### config.mk
export PLATFORM = sky130hd
export DESIGN_NAME = bf16_round_pack
export DESIGN_NICKNAME = d
export VERILOG_FILES = /design/src/rtl/bf16_pkg.sv /design/src/rtl/bf16_out_fifo.sv /design/src/rtl/bf16_round_pack.sv
export SDC_FILE = /design/constraint.sdc
export NUM_CORES = 1
export LEC_CHECK = 0
export BUFFER_PORTS_ARGS = -buffer_cell sky130_fd_sc_hd__buf_2
export CORE_AREA = 3 3 66 130
export CTS_CLUSTER_DIAMETER = 100
export DETAILED_ROUTE_END_ITERATION = 16
export DIE_AREA = 0 0 69 133
export GPL_ROUTABILITY_DRIVEN = 0
export GPL_TIMING_DRIVEN = 0
export HOLD_SLACK_MARGIN = 0.12
export PLACE_DENSITY_LB_ADDON = 0.08
export SETUP_SLACK_MARGIN = 0.02
export SLEW_MARGIN = 10
export SYNTH_ARGS = -nofsm -noshare
export SYNTH_HDL_FRONTEND = slang
export SYNTH_SLANG_ARGS = --single-unit
### constraint.sdc
create_clock -name clock -period 5.77 [get_ports clock]
set_input_delay 0 -clock clock [delete_from_list [all_inputs] [get_ports clock]]
set_output_delay 0 -clock clock [all_outputs]
set_load 0.02 [all_outputs]
### src/rtl/bf16_pkg.sv
// Shared fp32/bfloat16 constants and the status flag layout for the bf16 output path.
package bf16_pkg;

    localparam int FP32_EXP_W = 8;
    localparam int FP32_MAN_W = 23;
    localparam int BF16_EXP_W = 8;
    localparam int BF16_MAN_W = 7;

    localparam logic [15:0] BF16_QNAN    = 16'h7FC0;
    localparam logic [15:0] BF16_POS_INF = 16'h7F80;
    localparam logic [FP32_EXP_W-1:0] EXP_MAX = '1;

    typedef struct packed {
        logic nan;
        logic overflow;
        logic inexact;
        logic zero;
    } bf16_flags_t;

endpackage

### src/rtl/bf16_out_fifo.sv
// Output FIFO for rounded results; no write-to-read bypass, so a push is visible one cycle later.
// Backpressure: writes while full without a same-cycle read are dropped and reported on wr_drop.
module bf16_out_fifo #(
    parameter int DEPTH = 4,
    parameter int WIDTH = 20
) (
    input  logic                         clock,
    input  logic                         nreset,
    input  logic                         wr_vld,
    input  logic [WIDTH-1:0]             wr_dat,
    output logic                         wr_drop,
    output logic                         rd_vld,
    input  logic                         rd_rdy,
    output logic [WIDTH-1:0]             rd_dat,
    output logic [$clog2(DEPTH+1)-1:0]   level
);
    localparam int PW = $clog2(DEPTH);
    localparam int LW = $clog2(DEPTH+1);

    logic [WIDTH-1:0] mem [DEPTH];
    logic [PW-1:0]    wr_ptr;
    logic [PW-1:0]    rd_ptr;
    logic [LW-1:0]    count;
    logic             full;
    logic             rd_fire;
    logic             wr_ok;

    assign full    = (count == LW'(DEPTH));
    assign rd_vld  = (count != '0);
    assign rd_fire = rd_vld & rd_rdy;
    // A full FIFO still accepts a write when the head leaves in the same cycle.
    assign wr_ok   = wr_vld & (!full | rd_fire);
    assign wr_drop = wr_vld & full & !rd_fire;
    assign rd_dat  = rd_vld ? mem[rd_ptr] : '0;
    assign level   = count;

    always_ff @(posedge clock) begin
        if (wr_ok) begin
            mem[wr_ptr] <= wr_dat;
        end
    end

    always_ff @(posedge clock or negedge nreset) begin
        if (!nreset) begin
            wr_ptr <= '0;
            rd_ptr <= '0;
            count  <= '0;
        end else begin
            if (wr_ok) begin
                wr_ptr <= wr_ptr + PW'(1);
            end
            if (rd_fire) begin
                rd_ptr <= rd_ptr + PW'(1);
            end
            case ({wr_ok, rd_fire})
                2'b10:   count <= count + LW'(1);
                2'b01:   count <= count - LW'(1);
                default: count <= count;
            endcase
        end
    end

endmodule

### src/rtl/bf16_round_pack.sv
// Rounds fp32 adder results to bfloat16 (RNE), flags specials; result reaches out_valid two cycles after in_valid.
// Backpressure: input never stalls; results arriving at a full FIFO are dropped and set sticky overrun.
module bf16_round_pack #(
    parameter int DEPTH = 4,
    parameter bit FTZ   = 1'b1
) (
    input  logic                         clock,
    input  logic                         nreset,
    input  logic                         in_valid,
    input  logic [31:0]                  in_data,
    output logic                         out_valid,
    input  logic                         out_ready,
    output logic [15:0]                  out_data,
    output logic [3:0]                   out_flags,
    output logic                         overrun,
    input  logic                         clear_overrun,
    output logic [$clog2(DEPTH+1)-1:0]   level
);
    import bf16_pkg::*;

    logic [FP32_EXP_W-1:0] exp_f;
    logic [FP32_MAN_W-1:0] man_f;
    logic                  round_up;
    logic [15:0]           rounded;
    logic [15:0]           r_dat;
    bf16_flags_t           r_flags;

    logic                  s1_vld;
    logic [15:0]           s1_dat;
    bf16_flags_t           s1_flags;
    logic                  drop;
    logic [19:0]           fifo_dat;

    assign exp_f = in_data[FP32_MAN_W +: FP32_EXP_W];
    assign man_f = in_data[FP32_MAN_W-1:0];

    always_comb begin
        round_up = in_data[15] & ((|in_data[14:0]) | in_data[16]);
        rounded  = in_data[31:16] + {15'b0, round_up};
        r_dat    = '0;
        r_flags  = '0;
        if (exp_f == EXP_MAX) begin
            if (man_f != '0) begin
                r_dat       = BF16_QNAN;
                r_flags.nan = 1'b1;
            end else begin
                r_dat = {in_data[31], BF16_POS_INF[14:0]};
            end
        end else if (FTZ && exp_f == '0) begin
            r_dat           = {in_data[31], 15'b0};
            r_flags.zero    = 1'b1;
            r_flags.inexact = (man_f != '0);
        end else begin
            // Mantissa carry runs into the exponent; reaching the all-ones exponent means infinity.
            r_dat            = rounded;
            r_flags.inexact  = |in_data[15:0];
            r_flags.overflow = (rounded[BF16_MAN_W +: BF16_EXP_W] == EXP_MAX);
            r_flags.zero     = (rounded[14:0] == '0);
        end
    end

    always_ff @(posedge clock or negedge nreset) begin
        if (!nreset) begin
            s1_vld   <= 1'b0;
            s1_dat   <= '0;
            s1_flags <= '0;
        end else begin
            s1_vld <= in_valid;
            if (in_valid) begin
                s1_dat   <= r_dat;
                s1_flags <= r_flags;
            end
        end
    end

    always_ff @(posedge clock or negedge nreset) begin
        if (!nreset) begin
            overrun <= 1'b0;
        end else if (drop) begin
            overrun <= 1'b1;
        end else if (clear_overrun) begin
            overrun <= 1'b0;
        end
    end

    bf16_out_fifo #(
        .DEPTH (DEPTH),
        .WIDTH (20)
    ) u_fifo (
        .clock   (clock),
        .nreset  (nreset),
        .wr_vld  (s1_vld),
        .wr_dat  ({s1_flags, s1_dat}),
        .wr_drop (drop),
        .rd_vld  (out_valid),
        .rd_rdy  (out_ready),
        .rd_dat  (fifo_dat),
        .level   (level)
    );

    assign out_data  = fifo_dat[15:0];
    assign out_flags = fifo_dat[19:16];

endmodule

==> results.py, run 1 <==
metrics = {
    "cts": {
        "cts_tree": "built",
        "cts_resized": 0,
        "cts.clk_slew.worst_paths_ns": 0.07,
        "cts-buffers-inserted": 9,
        "clk_latency_ns": 0.34,
        "htreeDepth": 3,
        "clkSinkCount": 109,
        "post-cts-setup-buffers": 0,
        "cts_buffer_depth": 2,
        "cts_root_buf": "clkbuf_16",
    },
    "yosys": {
        "ys_async_sr_fraction_pct": 26.6,
        "synth_top_area_cell": "edfxtp_1",
        "synth.avg_cell_area_um2": 15.6,
        "synth-edff-count": 80,
        "synth_area_leaders": "edfxtp_1 51%, dfrtp_1 15%, mux4_2 9.5%",
        "synth_nets": 346,
        "yosysTopAreaCellShare_pct": 50.9,
        "synthFlopType": "edfxtp_1",
        "synth_seq_cells": 109,
        "synth_cells": 302,
        "ys_seq_area_share_pct": 66.3,
        "syn-cell-area_um2": 4720,
        "yosys_warnings": 0,
        "synth.distinct_cells": 44,
    },
    "floorplanning": {
        "dieArea_um2": 9180,
        "fp.dieH_um": 133,
        "rows": 45,
        "initial_core_util_pct": 61.6,
        "fp.coreArea_um2": 7660,
        "die_width_um": 69,
        "io_pins": 62,
    },
    "global_route": {
        "antenna_found_initial": 0,
        "grt_start_max_net_pins": 30,
        "grt_pass1_wl_um": 15100,
        "grtUsageTotal_pct": 21.6,
        "grt_pass1_vias": 3009,
        "overflow": 0,
    },
    "final_layout": {
        "final_common_cell": "edfxtp_1",
        "nNetsFinal": 440,
        "mostFrequentLayoutCells": "80 x edfxtp_1, 63 x buf_2, 29 x dfrtp_1",
        "layout-drive-gt1-share_pct": 26.7,
        "diodes": 0,
        "syn2layout_area_growth_pct": 20.3,
    },
    "timing": {
        "hold_viol": 0,
        "layout_min_cycle_time_ns": 2.70,
        "timing.final.crit_share_pct": 46.8,
        "tns_ns": 0,
        "fin_skew_ns": 0.0120,
        "setup-violations-final": 0,
        "tightestPinTransition_ns": 1.09,
        "rsz0062_at_grt": "no",
        "max_freq_mhz": 371,
        "max-slew-margin-rel_pct": 27.2,
        "slew_viol_final": 0,
    },
    "critical_path": {
        "startpoint_type": "input pin",
        "rr_endpoint": "u_fifo.level[2]",
        "startpoint": "in_data[16]",
        "worstSetupEndpointType": "register",
        "path_class": "input pin to register",
        "required_ns": 6.05,
        "r2r_setup_slack_ns": 3.35,
        "worstPathMaxFanout": 5,
        "cp_data_arrival_time_ns": 2.97,
        "ff2ff_path_depth": 10,
        "reg2reg_from": "u_fifo.level[1]",
    },
    "route": {
        "initialDrtViolationCount": 203,
        "vias": 2861,
        "first_pass_iters": 4,
        "vias_per_cell": 5.78,
        "postRouteAntennaNets": 0,
        "drc_errors": 0,
        "wl_um": 9240,
        "avgRoutedWirePerCell_um": 18.7,
    },
    "outcome": {
        "status": "complete, no violations",
    },
    "power_and_ir_drop": {
        "p_leak_nw": 2.13,
        "power_w": 0.00254,
        "ir_worst_vdd_mv": 0.250,
        "power_density_nw_per_um2": 448,
    },
    "placement": {
        "hpwl_um": 6270,
        "placement.io_buffers": 59,
    },
    "worst_hold_path": {
        "hp-class": "input pin to async pin",
    },
    "run": {
        "max-cap-violations": 0,
    },
}
-- synth_stat cells (all sizes together), types with 2 or more instances --
master	n
nand3	5
nor4	6
a21oi	6
a211oi	2
dfrtp	29
and3	2
or4	3
nand2	15
clkbuf	7
nor2	12
inv	11
and2	28
xor2	9
xnor2	10
nand4	4
and4	3
mux2	2
a31oi	3
nor3	5
or3	3
nand2b	3
ha	6
o2bb2ai	7
edfxtp	80
buf	4
mux4	20
o21ai	6
-- worst max-delay path: stages --
cell and delay [ns]:
dlygate4sd3_1 0.53, buf_2 0.14, and2_1 0.13, ha_1 0.23
nand4_2 0.24, nor3_1 0.25, xnor2_1 0.13, or4_1 0.52
a211oi_1 0.22, dlygate4sd3_1 0.56
-- layout make-up --
cell class	count	area, um^2
repair buffers	83	536
inverters	11	41.3
flip-flops and latches	109	3130
multi-input cells	171	1500
clock buffers	9	225
well taps	94	118
clock inverters	7	81.3
plain buffers	11	46.3
fillers	520	1980
-- layer usage --
layer	track usage [%]	part of all wire, %
met5	0	0
met3	3.35	4.3
met1	24.4	36
met4	9.67	2.6
met2	39.5	57
-- metrics by stage --
step	worst slack [ns]	instances	utilization [%]	hold WS [ns]	cell area, um^2
2_1_floorplan	3.62	302	-	-0.296	4720
3_3_place_gp	3.50	455	67.0	0.0477	5130
3_5_place_dp	3.49	455	67.0	0.0581	5130
4_1_cts	3.09	495	74.2	0.235	5680
5_1_grt	2.99	495	74.2	0.295	5680
6_report	3.07	495	74.2	0.232	5680
-- repair_timing --
item / 4_1_cts / 5_1_grt
setup endpoints to repair: 0 / 0
endpoints found under the hold margin: 49 / 0
hold buffers: 24 / 0
-- kinds of logic after synthesis --
group           Yosys count  share of synthesized area (%)
flops                   109                           66.3
xor+xnor                 19                           3.53
mux                      23                           10.2
fa+ha+maj                 7                           2.02
compound gates           30                           4.32
buf+inv                  22                           1.86
simple gates             92                           11.7
-- worst max-delay path by stage --
stage	endpoint	slack, ns
after global routing	s1_flags[2]	2.99
after CTS	s1_flags[2]	3.09
final	s1_flags[2]	3.07
after detailed placement	u_fifo.mem[1][2]	3.49
after global placement	u_fifo.mem[1][2]	3.50
after floorplan	u_fifo.level[2]	3.62
-- report_power, final --
part	internal, W	total, W	leakage [nW]	switching, W
clock	0.000343	0.000618	0.152	0.000275
sequential	0.00101	0.00108	1.09	0.0000672
combinational	0.000362	0.000846	0.890	0.000483
-- sequential cells by signal, indices dropped and copies added, names as in the netlist --
register,flops
u_fifo.mem,80
s1_vld,1
u_fifo.level,3
u_fifo.wr_ptr,2
u_fifo.rd_ptr,2
s1_dat,16
s1_flags,4
overrun,1
(Power assumes the default switching activity.)
==> inputs of run 2 (changes only) <==
Settings changed: ABC_AREA from default to 1, CORE_AREA 3 3 66 130 to 3 3 70 137, DIE_AREA 0 0 69 133 to 0 0 73 140.
Clock period 5.77 ns to 2.6 ns, I/O delays scaled along.
==> run 2 against run 1 <==
Effect of this change: register-to-register slack got worse by 3.1 ns; synthesized cell count up 58%; worst hold slack got worse by 0.11 ns; power is 130% higher; sequential power grew 120%; final cell count grew 38%; clock power increased by 93%; combinational power rose to 2.8 times the previous value; sequential cell count unchanged; non-clock buffer count rose by 14; first-iteration DRC count down 11%; critical path type is now register to register.
==> results.py, run 2 <==
metrics = {
    "final_layout": {
        "syn2layout_area_growth_pct": 20.8,
        "fill_cells": 640,
        "nNetsFinal": 622,
        "reg_top3": "u_fifo.mem: 80 flops, s1_dat: 16 flops, s1_flags: 4 flops",
        "multiInputGateArea_um2": 1570,
        "regMostFlops": "u_fifo.mem",
        "diodes": 0,
        "design_area_um2": 5920,
        "seq_area_um2": 3130,
        "final_common_cell": "nor2_1",
        "largest_reg_flops": 80,
        "mostFrequentLayoutCells": "104 x nor2_1, 80 x edfxtp_1, 68 x buf_2",
        "layout-drive-gt1-share_pct": 18.2,
        "final_cells": 683,
    },
    "cts": {
        "cts-buffers-inserted": 9,
        "clkSinkCount": 109,
        "htreeDepth": 3,
        "clk_latency_ns": 0.34,
        "cts_buffer_depth": 2,
        "cts_root_buf": "clkbuf_16",
        "post-cts-setup-buffers": 0,
        "cts_tree": "built",
        "cts.clk_slew.worst_paths_ns": 0.07,
    },
    "route": {
        "vias_per_cell": 5.41,
        "postRouteAntennaNets": 0,
        "initialDrtViolationCount": 181,
        "drc_errors": 0,
        "first_pass_iters": 4,
        "avgRoutedWirePerCell_um": 17.0,
        "wl_um": 11600,
        "vias": 3693,
    },
    "power_and_ir_drop": {
        "p_sw_w": 0.00232,
        "p_leak_nw": 2.48,
        "power_frac_comb_pct": 40.2,
        "internal_power_w": 0.00363,
        "ir_worst_vdd_mv": 0.612,
        "power_w": 0.00595,
        "p_seq_share_pct": 39.8,
        "p_clk_share_pct": 20.0,
        "p_sw_share_pct": 39.0,
        "power_density_nw_per_um2": 1000,
    },
    "yosys": {
        "synth_seq_cells": 109,
        "synth_nets": 521,
        "synth_top_area_cell": "edfxtp_1",
        "synth-edff-count": 80,
        "yosysMostFrequentCell": "nor2_1",
        "yosys_warnings": 0,
        "synth.avg_cell_area_um2": 10.3,
        "ys_seq_area_share_pct": 63.8,
        "yosysTopAreaCellShare_pct": 49.0,
        "synth.distinct_cells": 34,
        "synth_area_leaders": "edfxtp_1 49%, dfrtp_1 15%, nor2_1 8.3%",
        "ys_async_sr_fraction_pct": 26.6,
        "netlist_top_cells_count": "108 x nor2_1, 80 x edfxtp_1, 62 x nand2_1",
        "syn-cell-area_um2": 4900,
        "synthFlopType": "edfxtp_1",
        "synth_cells": 477,
    },
    "floorplanning": {
        "fp.coreArea_um2": 8710,
        "initial_core_util_pct": 56.3,
        "rows": 48,
        "die_width_um": 73,
        "io_pins": 62,
        "dieArea_um2": 10200,
        "fp.dieH_um": 140,
    },
    "outcome": {
        "status": "complete, no violations",
    },
    "global_route": {
        "overflow": 0,
        "grt_pass1_wl_um": 17900,
        "antenna_found_initial": 0,
        "grt_pass1_vias": 3752,
        "grtUsageTotal_pct": 23.9,
        "grt_start_max_net_pins": 30,
    },
    "placement": {
        "placement.io_buffers": 61,
        "place_area_um2": 5420,
        "placed_cells": 642,
        "hpwl_um": 8580,
    },
    "timing": {
        "tightestPinTransition_ns": 0.716,
        "slew_viol_final": 0,
        "fin_skew_ns": 0.00524,
        "setup-violations-final": 0,
        "timing.final.crit_share_pct": 90.9,
        "rsz0062_at_grt": "no",
        "whs_ns": 0.126,
        "layout_min_cycle_time_ns": 2.36,
        "hold_viol": 0,
        "max_freq_mhz": 423,
        "max-slew-margin-rel_pct": 52.2,
        "tns_ns": 0,
    },
    "critical_path": {
        "startpoint_type": "register",
        "worstSetupEndpointType": "register",
        "required_ns": 2.81,
        "path_class": "register to register",
        "cp_data_arrival_time_ns": 2.58,
        "worstPathMaxFanout": 8,
    },
    "worst_hold_path": {
        "hp-class": "input pin to register",
    },
    "run": {
        "max-cap-violations": 0,
    },
}
## run 2: cell types whose count changed after synthesis, moves of 5 or more
| cell | before | now |
|---|---|---|
| nor2_1 | 12 | 108 |
| nand2_1 | 15 | 62 |
| o21ai_0 | 6 | 51 |
| and2_1 | 28 | 0 |
| inv_1 | 11 | 33 |
| mux4_2 | 20 | 0 |
| a21oi_1 | 6 | 24 |
| nand3_1 | 4 | 16 |
| xnor2_1 | 10 | 2 |
| o2bb2ai_1 | 7 | 0 |
| nand2_2 | 0 | 5 |
| nand4_1 | 2 | 7 |
## run 2: cell type report
class / instances / share of cell area [%]
flip-flops and latches: 109 / 52.8
plain buffers: 18 / 1.29
well taps: 100 / 2.11
multi-input cells: 314 / 26.5
inverters: 36 / 2.32
clock buffers: 9 / 3.80
clock inverters: 7 / 0.549
repair buffers: 90 / 10.6
## run 2: final timing paths
path / start / endpoint / slack [ns] / cells after the start
worst min register to register: s1_dat[12] / u_fifo.mem[0][12] / 0.52 / 0
max in group asynchronous: nreset / s1_dat[6] / 1.91 / 2
worst max register to register: u_fifo.level[1] / u_fifo.level[2] / 0.24 / 9
worst max-delay path: u_fifo.level[1] / u_fifo.level[2] / 0.24 / 9
worst min-delay path: in_data[22] / s1_dat[6] / 0.13 / 4
min in group asynchronous: nreset / s1_dat[10] / 0.25 / 2
## run 2: logic make-up after synthesis
group	Yosys count	synth area share, %
AOI/OAI and AO/OA	85	9.01
xor gates and xnor gates	10	1.79
adders and majority gates	7	1.94
buffers and inverters	54	4.36
DFF	109	63.8
muxes	1	0.204
and+or+nand+nor	211	18.9
## run 2: routing by layer
metal	GRT usage, %	routed length (um)	vias to the layer above
li1	-	-	1811
met1	22.4	4050	1764
met2	46.7	6790	93
met3	3.52	397	25
met4	11.9	374	0
met5	0	0	-
## run 2: power by group through the flow
stage	clock (W)	combinational, W	sequential [W]
after floorplan	0	0.00147	0.00239
after global placement	0	0.00220	0.00239
after detailed placement	0	0.00237	0.00240
after CTS	0.00121	0.00241	0.00236
after global routing	0.00128	0.00261	0.00239
final	0.00119	0.00239	0.00237
## run 2: worst max-delay path, stage by stage (launching register included)
cell and delay [ns]:
dfrtp_1 0.42, nor2_1 0.16, nand3_1 0.13, nand2_1 0.33, ha_1 0.22, inv_1 0.08
fa_1 0.40, a21oi_1 0.18, o21ai_0 0.14, xor2_1 0.16
## run 2: per-stage QoR
stage,util [%],setup slack [ns]
final,68.0,0.237
after global routing,68.0,0.0865
after CTS,68.0,0.341
after detailed placement,62.2,0.351
after global placement,61.2,-0.191
after floorplan,-,0.504
## run 2: timing repair
action	CTS	global route
hold buffers	25	0
endpoints found under the hold margin	52	0
resized for setup	0	0
==> inputs of run 3 (changes only) <==
Settings changed: CORE_AREA 3 3 70 137 to 2 2 69 136, DIE_AREA 0 0 73 140 to 0 0 71 138.
Clock period 2.6 ns to 2.3 ns, I/O delays scaled along.
==> run 3 against run 2 <==
Effect of this change: utilization decreased by 0.52 points; sequential cell count unchanged; via count decreased by 1.8%; clock power increased by 39%; combinational power increased by 12%; global-route usage decreased by 0.36 points; worst hold slack improved by 0.0061 ns; die area decreased by 4.1%; largest cell class unchanged.
==> results.py, run 3 (synthesis results as in run 2) <==
metrics = {
    "timing": {
        "hold_viol": 0,
        "timing.final.ws_setup_ns": 0.186,
        "timing.final.crit_share_pct": 91.9,
        "max_freq_mhz": 473,
        "fin_skew_ns": 0.00583,
        "slew_viol_final": 0,
        "rsz0062_at_grt": "no",
        "tightestPinTransition_ns": 0.779,
        "setup-violations-final": 0,
        "layout_min_cycle_time_ns": 2.11,
        "max-slew-margin-rel_pct": 48.0,
    },
    "route": {
        "first_pass_iters": 5,
        "vias_per_cell": 5.30,
        "postRouteAntennaNets": 0,
        "wl_um": 11100,
        "avgRoutedWirePerCell_um": 16.3,
        "vias": 3628,
        "initialDrtViolationCount": 286,
        "drc_errors": 0,
    },
    "cts": {
        "post-cts-setup-buffers": 0,
        "cts_root_buf": "clkbuf_16",
        "clkSinkCount": 109,
        "cts-buffers-inserted": 9,
        "cts_tree": "built",
        "clk_latency_ns": 0.34,
        "cts_buffer_depth": 2,
        "htreeDepth": 3,
        "cts.clk_slew.worst_paths_ns": 0.06,
    },
    "critical_path": {
        "worstSetupEndpointType": "register",
        "required_ns": 2.58,
        "worstPathMaxFanout": 4,
        "cp_data_arrival_time_ns": 2.39,
        "path_class": "input pin to register",
        "startpoint_type": "input pin",
    },
    "final_layout": {
        "layout-drive-gt1-share_pct": 18.9,
        "regMostFlops": "u_fifo.mem",
        "reg_top3": "u_fifo.mem: 80 flops, s1_dat: 16 flops, s1_flags: 4 flops",
        "final_common_cell": "nor2_1",
        "nNetsFinal": 622,
        "syn2layout_area_growth_pct": 22.4,
        "diodes": 0,
        "largest_reg_flops": 80,
        "design_area_um2": 6000,
        "mostFrequentLayoutCells": "104 x nor2_1, 80 x edfxtp_1, 68 x buf_2",
    },
    "global_route": {
        "grt_pass1_wl_um": 17300,
        "grt_start_max_net_pins": 30,
        "grt_pass1_vias": 3623,
        "grtUsageTotal_pct": 23.5,
        "overflow": 0,
        "antenna_found_initial": 0,
    },
    "placement": {
        "hpwl_um": 8180,
        "placement.io_buffers": 61,
        "place_area_um2": 5410,
        "pre_cts_ws_ns": 0.172,
    },
    "power_and_ir_drop": {
        "p_leak_nw": 2.51,
        "power_w": 0.00699,
        "power_density_nw_per_um2": 1170,
        "ir_worst_vdd_mv": 0.612,
    },
    "floorplanning": {
        "fp.coreArea_um2": 8890,
        "io_pins": 62,
        "rows": 49,
        "die_width_um": 71,
        "initial_core_util_pct": 55.1,
        "dieArea_um2": 9800,
        "fp.dieH_um": 138,
    },
    "worst_hold_path": {
        "hp-class": "input pin to register",
    },
    "run": {
        "max-cap-violations": 0,
    },
    "outcome": {
        "status": "complete, no violations",
    },
}
-- run 3: cell count changes in the layout (fill, tap and decap cells not counted), sizes merged --
cell	delta
clkinv	-6
bufinv	+2
clkbuf	+4
-- run 3: path summary, 6_finish.rpt --
| path | cells past startpoint | slack (ns) | startpoint | to |
|---|---|---|---|---|
| setup / recovery | 9 | 0.19 | in_data[18] | s1_dat[15] |
| hold / removal | 4 | 0.13 | in_data[22] | s1_dat[6] |
| setup reg to reg | 9 | 0.26 | u_fifo.level[1] | u_fifo.level[2] |
| hold reg to reg | 0 | 0.52 | s1_flags[1] | u_fifo.mem[1][17] |
| max in group asynchronous | 2 | 1.66 | nreset | s1_dat[4] |
| min in group asynchronous | 2 | 0.22 | nreset | u_fifo.wr_ptr[1] |
-- run 3: metal layers --
metal | up-vias | global-route usage, % | wire length, um
met5 | - | 0 | 0
met4 | 0 | 9.73 | 226
met3 | 12 | 3.21 | 346
met2 | 100 | 46.6 | 6580
met1 | 1710 | 23.1 | 3980
li1 | 1806 | - | -
-- run 3: layout make-up --
type,instances,area [um^2]
sequential,109,3130
fill,684,2890
multi-input combinational,314,1580
timing repair buffer,90,624
clock buffer,13,260
inverter,36,138
tap,102,128
buffer,18,76.3
clock inverter,3,67.6
-- run 3: timing repair --
action | CTS | global route
gates resized for setup | 0 | 2
hold buffers | 25 | 0
endpoints found under the setup margin | 0 | 2
hold endpoints to repair | 52 | 0
-- run 3: critical path, cell delays in order --
cell and delay, ns:
dlygate4sd3_1 0.53, buf_2 0.15, nor2_1 0.10, nand2_1 0.07
nor4_2 0.16, dlygate4sd3_1 0.59, nand2_1 0.08, a21oi_1 0.15
dlygate4sd3_1 0.57
-- run 3: where the power goes --
part           internal, W  switching [W]  leakage [nW]
sequential         0.00252       0.000145          1.10
clock              0.00101       0.000640         0.156
combinational     0.000861        0.00181          1.26
-- run 3: through the flow --
stage                     TNS, ns  hold WS [ns]  instances  util, %
after floorplan                 0        -0.296        477        -
after global placement     -34.31        0.0537        640     60.0
after detailed placement        0        0.0603        644     60.9
after CTS                       0         0.123        685     67.4
after global routing            0         0.165        685     67.5
final                           0         0.132        685     67.5
